**config.mk**
```make
export PLATFORM = sky130hd
export DESIGN_NAME = mul_seq
export DESIGN_NICKNAME = d
export VERILOG_FILES = /design/src/rtl/gpu_pkg.sv /design/src/rtl/add.sv /design/src/rtl/mul_seq.sv
export SDC_FILE = /design/constraint.sdc
export NUM_CORES = 1
export LEC_CHECK = 0
export BUFFER_PORTS_ARGS = -buffer_cell sky130_fd_sc_hd__buf_2
export CAP_MARGIN = 20
export CORE_MARGIN = 4
export CORE_UTILIZATION = 39
export CTS_BUF_LIST = sky130_fd_sc_hd__clkbuf_2
export DETAILED_ROUTE_END_ITERATION = 12
export GPL_TIMING_DRIVEN = 0
export PLACE_DENSITY = 0.68
export SLEW_MARGIN = 0
export SYNTH_ARGS = -nofsm -noshare
export SYNTH_HDL_FRONTEND = slang
export SYNTH_HIERARCHICAL = 1
export SYNTH_SLANG_ARGS = --single-unit
```
**constraint.sdc**
```tcl
create_clock -name clk -period 14.7 [get_ports clk]
set_input_delay 2.94 -clock clk [delete_from_list [all_inputs] [get_ports clk]]
set_output_delay 2.94 -clock clk [all_outputs]
set_load 0.02 [all_outputs]
```
**src/rtl/gpu_pkg.sv**
```systemverilog
// Shared GPU integer-lane definitions: default datapath width and the
// multiplier state encoding.
package gpu_pkg;

    localparam int DATA_WIDTH = 32;

    typedef enum logic [1:0] {MUL_IDLE, MUL_BUSY, MUL_DONE} mul_state_t;

endpackage

```
**src/rtl/add.sv**
```systemverilog
// Ripple-carry adder: {cout, sum} = a + b + cin, one full adder per bit.
module add
    import gpu_pkg::*;
#(
    parameter int WIDTH = DATA_WIDTH
) (
    input  logic [WIDTH-1:0] a,
    input  logic [WIDTH-1:0] b,
    input  logic             cin,
    output logic [WIDTH-1:0] sum,
    output logic             cout
);

    always_comb begin : ripple
        logic carry;
        carry = cin;
        sum   = '0;
        for (int i = 0; i < WIDTH; i++) begin
            sum[i] = a[i] ^ b[i] ^ carry;
            carry  = (a[i] & b[i]) | (carry & (a[i] ^ b[i]));
        end
        cout = carry;
    end

endmodule

```
**src/rtl/mul_seq.sv**
```systemverilog
// Multi-cycle unsigned shift-and-add multiplier: one partial-product
// accumulation per cycle through a single shared ripple adder.
module mul_seq
    import gpu_pkg::*;
#(
    parameter int WIDTH = DATA_WIDTH
) (
    input  logic             clk,
    input  logic             rst,
    input  logic             start,
    input  logic [WIDTH-1:0] in0,
    input  logic [WIDTH-1:0] in1,
    output logic             ready,
    output logic             done,
    output logic [WIDTH-1:0] prod_lo,
    output logic [WIDTH-1:0] prod_hi
);

    localparam int              CNT_W    = $clog2(WIDTH);
    localparam logic [CNT_W-1:0] CNT_INIT = CNT_W'(WIDTH - 1);

    mul_state_t state;
    mul_state_t next_state;

    logic [WIDTH-1:0] mcand;
    logic [WIDTH-1:0] mq;
    logic [WIDTH-1:0] acc;
    logic [CNT_W-1:0] cnt;

    logic [WIDTH-1:0] addend;
    logic [WIDTH-1:0] sum;
    logic             cout;
    logic [WIDTH-1:0] acc_next;
    logic [WIDTH-1:0] mq_next;

    assign addend = mq[0] ? mcand : '0;

    add #(.WIDTH(WIDTH)) u_add (
        .a    (acc),
        .b    (addend),
        .cin  (1'b0),
        .sum  (sum),
        .cout (cout)
    );

    // {acc, mq} <= {cout, sum, mq} >> 1
    assign acc_next = {cout, sum[WIDTH-1:1]};
    assign mq_next  = {sum[0], mq[WIDTH-1:1]};

    always_ff @(posedge clk) begin
        if (rst) begin
            state <= MUL_IDLE;
        end else begin
            state <= next_state;
        end
    end

    always_comb begin
        next_state = state;
        ready      = 1'b0;
        done       = 1'b0;
        case (state)
            MUL_IDLE: begin
                ready = 1'b1;
                if (start) begin
                    next_state = MUL_BUSY;
                end
            end
            MUL_BUSY: begin
                if (cnt == '0) begin
                    next_state = MUL_DONE;
                end
            end
            MUL_DONE: begin
                done       = 1'b1;
                next_state = MUL_IDLE;
            end
            default: begin
                next_state = MUL_IDLE;
            end
        endcase
    end

    // Output registers capture the final shift on the edge that enters DONE.
    always_ff @(posedge clk) begin
        if (rst) begin
            mcand   <= '0;
            mq      <= '0;
            acc     <= '0;
            cnt     <= '0;
            prod_lo <= '0;
            prod_hi <= '0;
        end else begin
            case (state)
                MUL_IDLE: begin
                    if (start) begin
                        mcand <= in0;
                        mq    <= in1;
                        acc   <= '0;
                        cnt   <= CNT_INIT;
                    end
                end
                MUL_BUSY: begin
                    acc <= acc_next;
                    mq  <= mq_next;
                    cnt <= cnt - CNT_W'(1);
                    if (cnt == '0) begin
                        prod_hi <= acc_next;
                        prod_lo <= mq_next;
                    end
                end
                default: begin
                end
            endcase
        end
    end

endmodule

```
==> impl_metrics.env, run 1 <==
export IMPL_hold_buffers=0
export IMPL_grt_max_degree=17
export IMPL_rows=52
export IMPL_finish_net_count=1137
export IMPL_rrSetupSlack_ns=1.08
export IMPL_finClkSkew_ns=0.0244
export IMPL_finalCritPeriodShare_pct=92.7
export IMPL_ys_seq_elements=167
export IMPL_rsz0062_at_grt="false"
export IMPL_rr_endpoint="acc[30]"
export IMPL_area_growth_pct=15.9
export IMPL_ys_seq_area_share_pct=41.4
export IMPL_rr_worst_depth=39
export IMPL_synth_top_family_by_area="simple AND/OR/NAND/NOR gates"
export IMPL_initial_core_util_pct=39.8
export IMPL_die_h_um=152
export IMPL_portBuffers=131
export IMPL_antenna_left=0
export IMPL_viasPerCell=4.74
export IMPL_routed_wl_um=18900
export IMPL_coreArea_um2=20300
export IMPL_cts_resized=0
export IMPL_cts_sinks=167
export IMPL_holdCritPathClass="register to register"
export IMPL_critical_path_class="register to register"
export IMPL_final_hold_viol_count=0
export IMPL_r2r_start="mq[0]"
export IMPL_setup_worst_path_end_class="register"
export IMPL_muxShareOfSynthArea_pct=8.05
export IMPL_postCtsSetupBuffers=0
export IMPL_powerDensity_nw_per_um2=98.8
export IMPL_path_buf_inv=4
export IMPL_grt_pass1_wl_um=31700
export IMPL_critical_path_endpoint="acc[30]"
export IMPL_max_slew_margin_rel_pct=37.4
export IMPL_wl_per_cell_um=14.3
export IMPL_cp_start_kind="register"
export IMPL_drtIter0Drc=262
export IMPL_ir_worst_vdd_v=0.0000567
export IMPL_cp_startpoint="mq[0]"
export IMPL_fp_dieArea_um2=23100
export IMPL_path_clk_slew_ns=0.24
export IMPL_cp_top_family="adder cells"
export IMPL_maxCapViolCount=0
export IMPL_drc_errors=0
export IMPL_fmax_ghz=0.0734
export IMPL_worstPathRequired_ns=15.38
export IMPL_dp_hpwl_um=14200
export IMPL_grt_ovfl_total=0
export IMPL_clockBufferDepth=2
export IMPL_drive_above_1_share_pct=21.4
export IMPL_drt_pass1_iter_count=5
export IMPL_synth_fa_ha_area_share_pct=8.09
export IMPL_setup_violations=0
export IMPL_synth_compound_gate_area_share_pct=6.85
export IMPL_yosys_area_share_simple_pct=29.6
export IMPL_synthDistinctLibCells=30
export IMPL_antenna_found_initial=1
export IMPL_status="completed"
export IMPL_syn_inst=887
export IMPL_num_vias=6263
export IMPL_critPathMaxFanout=6
export IMPL_fin_setup_tns_ns=0
export IMPL_avgSynthCellArea_um2=9.11
export IMPL_maxSlewViolCount=0
export IMPL_worst_pin_slew_ns=0.935
export IMPL_slowest_stage="dfxtp_1"
export IMPL_groute_usage_overall_pct=16.6
export IMPL_globalplace_congestion=0.799
export IMPL_numCtsBuffers=17
export IMPL_synth_nets=987
export IMPL_cts_htree_levels=4
export IMPL_clk_latency_ns=0.75
export IMPL_place_area_um2=9070
export IMPL_p_leak_uw=0.00373
export IMPL_critPathArrivalTime_ns=14.30
export IMPL_synth_xor_area_share_pct=0
export IMPL_final_area_um2=9360
export IMPL_die_w_um=152
export IMPL_io_pins=133
export IMPL_synth_warnings=6
export IMPL_cts_tree="yes"
export IMPL_critPathMaxStageDelay_ns=0.46
export IMPL_netlist_area_um2=8080
export IMPL_cp_depth=39
export IMPL_period_needed_ns=13.62
export IMPL_root_buffer="clkbuf_2"
export IMPL_grt_pass1_vias=6303
export IMPL_cpMostUsedCell="fa_1"
==> power by group <==
group / leakage [uW] / total, uW / internal [uW] / switching [uW]
registers: 0.00136 / 491 / 476 / 15.0
clock network: 0.000165 / 287 / 113 / 173
logic: 0.00220 / 147 / 64.6 / 82.0
==> logic make-up (layout without fill, tap and decap cells) <==
kind of cell	count (synthesis)	count (layout)
other	1	2
AND/OR/NAND/NOR	431	431
multiplexers	65	65
AO/OA/AOI/OAI	106	106
adder cells (fa/ha/maj)	33	33
flip-flops	167	167
buffers and inverters	84	247
==> cell usage after synthesis (all sizes together) <==
library cell,n,area (um2)
a211oi,4,30.0
a21oi,98,490
a311oi,2,17.5
and2,32,200
buf,27,261
clkbuf,45,180
conb,1,3.75
dfxtp,167,3340
fa,32,641
ha,1,12.5
inv,12,45.0
mux2i,65,651
nand2,98,368
nand2b,162,1010
nand3,32,160
nor2,34,128
nor2b,2,12.5
nor3,35,186
nor3b,1,12.5
nor4,1,6.26
o21ai,1,5.00
o21ba,1,10.0
or3b,34,300
==> flip-flops by register name, summed over array words and instances, names as in the netlist <==
name / count
mq: 32
state: 2
mcand: 32
prod_hi: 32
cnt: 5
acc: 32
prod_lo: 32
==> worst min path at each step <==
stage          startpoint   endpoint  slack, ns  cells past startpoint
6_report        mcand[27]  mcand[27]       0.47                      2
5_1_grt         mcand[18]  mcand[18]       0.49                      2
4_1_cts          mcand[2]   mcand[2]       0.47                      2
3_5_place_dp     mcand[2]   mcand[2]       0.44                      2
3_3_place_gp    mcand[31]  mcand[31]       0.44                      2
2_1_floorplan    mcand[0]   mcand[0]       0.43                      2
==> per-layer routing <==
layer  part of all wire [%]  routed length, um  global-route usage (%)
met1                     47               8970                    21.9
met2                     47               8830                    27.4
met3                    5.0                946                    4.38
met4                   0.95                180                    3.60
met5                      0                  0                       0
==> worst reg2reg max path, delay by kind of cell, from the launching register on <==
kind / cells / cell delay, ns
compound gates: 1 / 0.12
fa+ha+maj: 32 / 12.41
buf+inv: 4 / 0.30
flops: 1 / 0.46
simple gates: 2 / 0.27
==> placed cells by master, fill, tap and decap left out, drive strengths merged <==
cell and n:
dfxtp 167, nand2b 162, buf 158, nand2 98
a21oi 98, mux2i 65, clkbuf 62, nor3 35
nor2 34, or3b 34, and2 32, nand3 32
fa 32, inv 16, clkinv 5, a211oi 4
bufinv 4, nor2b 2, a311oi 2, clkinvlp 2
diode 1, nor3b 1, o21ba 1, o21ai 1
nor4 1, ha 1, conb 1
==> metrics by stage <==
stage / cells / hold WS [ns] / total power [uW] / utilization [%] / worst slack [ns]
2_1_floorplan: 887 / 0.432 / 604 / - / 1.87
3_3_place_gp: 1288 / 0.439 / 646 / 44.7 / 1.27
3_5_place_dp: 1288 / 0.442 / 648 / 44.7 / 1.19
4_1_cts: 1320 / 0.468 / 935 / 46.1 / 1.11
5_1_grt: 1321 / 0.491 / 973 / 46.1 / 0.785
6_report: 1321 / 0.466 / 925 / 46.1 / 1.08
==> final cells by class <==
class,instances,area (um2)
Buffer,72,442
Clock buffer,17,85.1
Timing Repair Buffer,131,656
Sequential cell,167,3340
Antenna cell,1,2.50
Multi-Input combinational cell,636,4250
Fill cell,2009,10900
Tap cell,270,338
Inverter,12,45.0
Clock inverter,15,200
No activity file was read; power rests on OpenSTA's default activity.
==> inputs of run 2 (changes only) <==
--- a/config.mk
+++ b/config.mk
@@ -7,11 +7,11 @@
 export LEC_CHECK = 0
 export BUFFER_PORTS_ARGS = -buffer_cell sky130_fd_sc_hd__buf_2
 export CAP_MARGIN = 20
+export CORE_ASPECT_RATIO = 1.75
 export CORE_MARGIN = 4
 export CORE_UTILIZATION = 39
 export CTS_BUF_LIST = sky130_fd_sc_hd__clkbuf_2
 export DETAILED_ROUTE_END_ITERATION = 12
-export GPL_TIMING_DRIVEN = 0
 export PLACE_DENSITY = 0.68
 export SLEW_MARGIN = 0
 export SYNTH_ARGS = -nofsm -noshare
==> run 2 against run 1 <==
Net effect: clock power decreased by 18%; critical endpoint unchanged; combinational power decreased by 10%; largest power group unchanged; die area increased by 0.40%.
==> impl_metrics.env, run 2 (synthesis gave the netlist of run 1 again) <==
export IMPL_numCtsBuffers=17
export IMPL_fin_hold_ws_ns=0.467
export IMPL_routed_wl_um=17700
export IMPL_drt_pass1_iter_count=4
export IMPL_final_cell_mix="dfxtp_1, nand2b_1, buf_2"
export IMPL_cpMostUsedCell="fa_1"
export IMPL_cts_sinks=167
export IMPL_p_leak_uw=0.00355
export IMPL_powerDensity_nw_per_um2=96.4
export IMPL_finish_net_count=1074
export IMPL_cts_resized=0
export IMPL_wl_per_cell_um=14.3
export IMPL_fin_setup_tns_ns=0
export IMPL_worstPathRequired_ns=15.39
export IMPL_grt_ovfl_total=0
export IMPL_critPathArrivalTime_ns=14.14
export IMPL_root_buffer="clkbuf_2"
export IMPL_grt_max_degree=120
export IMPL_area_growth_pct=10.3
export IMPL_critical_path_class="register to register"
export IMPL_maxCapViolCount=0
export IMPL_hold_buffers=0
export IMPL_ir_worst_vdd_v=0.0000360
export IMPL_drc_errors=0
export IMPL_globalplace_congestion=0.777
export IMPL_placed_cells=1203
export IMPL_regArea_um2=3350
export IMPL_coreArea_um2=20400
export IMPL_antenna_left=0
export IMPL_finalCritPeriodShare_pct=91.5
export IMPL_die_h_um=198
export IMPL_status="completed"
export IMPL_cts_htree_levels=4
export IMPL_rsz0062_at_grt="false"
export IMPL_postCtsSetupBuffers=0
export IMPL_clk_latency_ns=0.75
export IMPL_grt_pass1_vias=5932
export IMPL_period_needed_ns=13.45
export IMPL_drtIter0Drc=334
export IMPL_num_vias=5987
export IMPL_cts_tree="yes"
export IMPL_dp_hpwl_um=11700
export IMPL_max_slew_margin_rel_pct=31.0
export IMPL_power_total_uw=859
export IMPL_die_w_um=117
export IMPL_critPathMaxFanout=2
export IMPL_fp_dieArea_um2=23200
export IMPL_multi_input_area_um2=4260
export IMPL_worst_pin_slew_ns=1.03
export IMPL_cp_start_kind="register"
export IMPL_finClkSkew_ns=0.0479
export IMPL_initial_core_util_pct=39.6
export IMPL_rows=69
export IMPL_stdcell_count=1236
export IMPL_holdCritPathClass="register to register"
export IMPL_path_clk_slew_ns=0.25
export IMPL_critPathMaxStageDelay_ns=0.43
export IMPL_whs_path_depth=2
export IMPL_clockBufferDepth=2
export IMPL_rr_worst_depth=39
export IMPL_groute_usage_overall_pct=15.7
export IMPL_viasPerCell=4.84
export IMPL_fmax_ghz=0.0744
export IMPL_setup_violations=0
export IMPL_layout_commonest_cell="dfxtp_1"
export IMPL_drive_above_1_share_pct=21.5
export IMPL_setup_worst_path_end_class="register"
export IMPL_portBuffers=132
export IMPL_final_hold_viol_count=0
export IMPL_nFillCells=2079
export IMPL_grt_pass1_wl_um=29200
export IMPL_io_pins=133
export IMPL_slowest_stage="fa_1"
export IMPL_antenna_found_initial=1
export IMPL_utilization_pct=43.7
export IMPL_maxSlewViolCount=0
-- run 2: worst max-delay path: cells and delay by family (launching register included) --
kind / cells / cell delay [ns]
adder cells (fa/ha/maj): 32 / 12.42
flip-flops: 1 / 0.36
AND/OR/NAND/NOR: 2 / 0.22
buffers and inverters: 4 / 0.29
AO/OA/AOI/OAI: 1 / 0.14
-- run 2: path summary, 6_finish.rpt --
check,slack (ns),start,to
max,1.25,mcand[0],acc[30]
min,0.47,mcand[0],mcand[0]
max reg2reg,1.25,mcand[0],acc[30]
min reg2reg,0.47,mcand[0],mcand[0]
-- run 2: metrics by stage --
| step | instance area (um2) | worst slack, ns |
|---|---|---|
| floorplan | 8080 | 1.87 |
| global placement | 8690 | 1.43 |
| detailed placement | 8690 | 1.34 |
| CTS | 8910 | 1.27 |
| global route | 8910 | 0.795 |
| finish | 8910 | 1.25 |
-- run 2: layer usage --
layer	track usage [%]	part of all wire (%)	wire length, um	vias up
li1	-	-	-	3068
met1	19.0	43	7520	2809
met2	27.4	53	9370	90
met3	2.65	2.7	475	20
met4	5.70	1.7	306	0
met5	0	0	0	-
-- run 2: power by group --
group,total (uW),leakage (uW),switching (uW),internal [uW]
logic,132,0.00206,76.9,55.4
registers,491,0.00136,14.6,477
clock network,235,0.000131,183,52.1
total,859,0.00355,274,584
-- run 2: area by class of cell --
| cell class | instances | area share, % |
|---|---|---|
| diodes | 1 | 0.0281 |
| clock buffers | 17 | 0.955 |
| clock inverters | 15 | 1.47 |
| inverters | 12 | 0.505 |
| multi-input cells | 636 | 47.9 |
| flip-flops and latches | 167 | 37.5 |
| well taps | 248 | 3.48 |
| repair buffers | 140 | 8.16 |
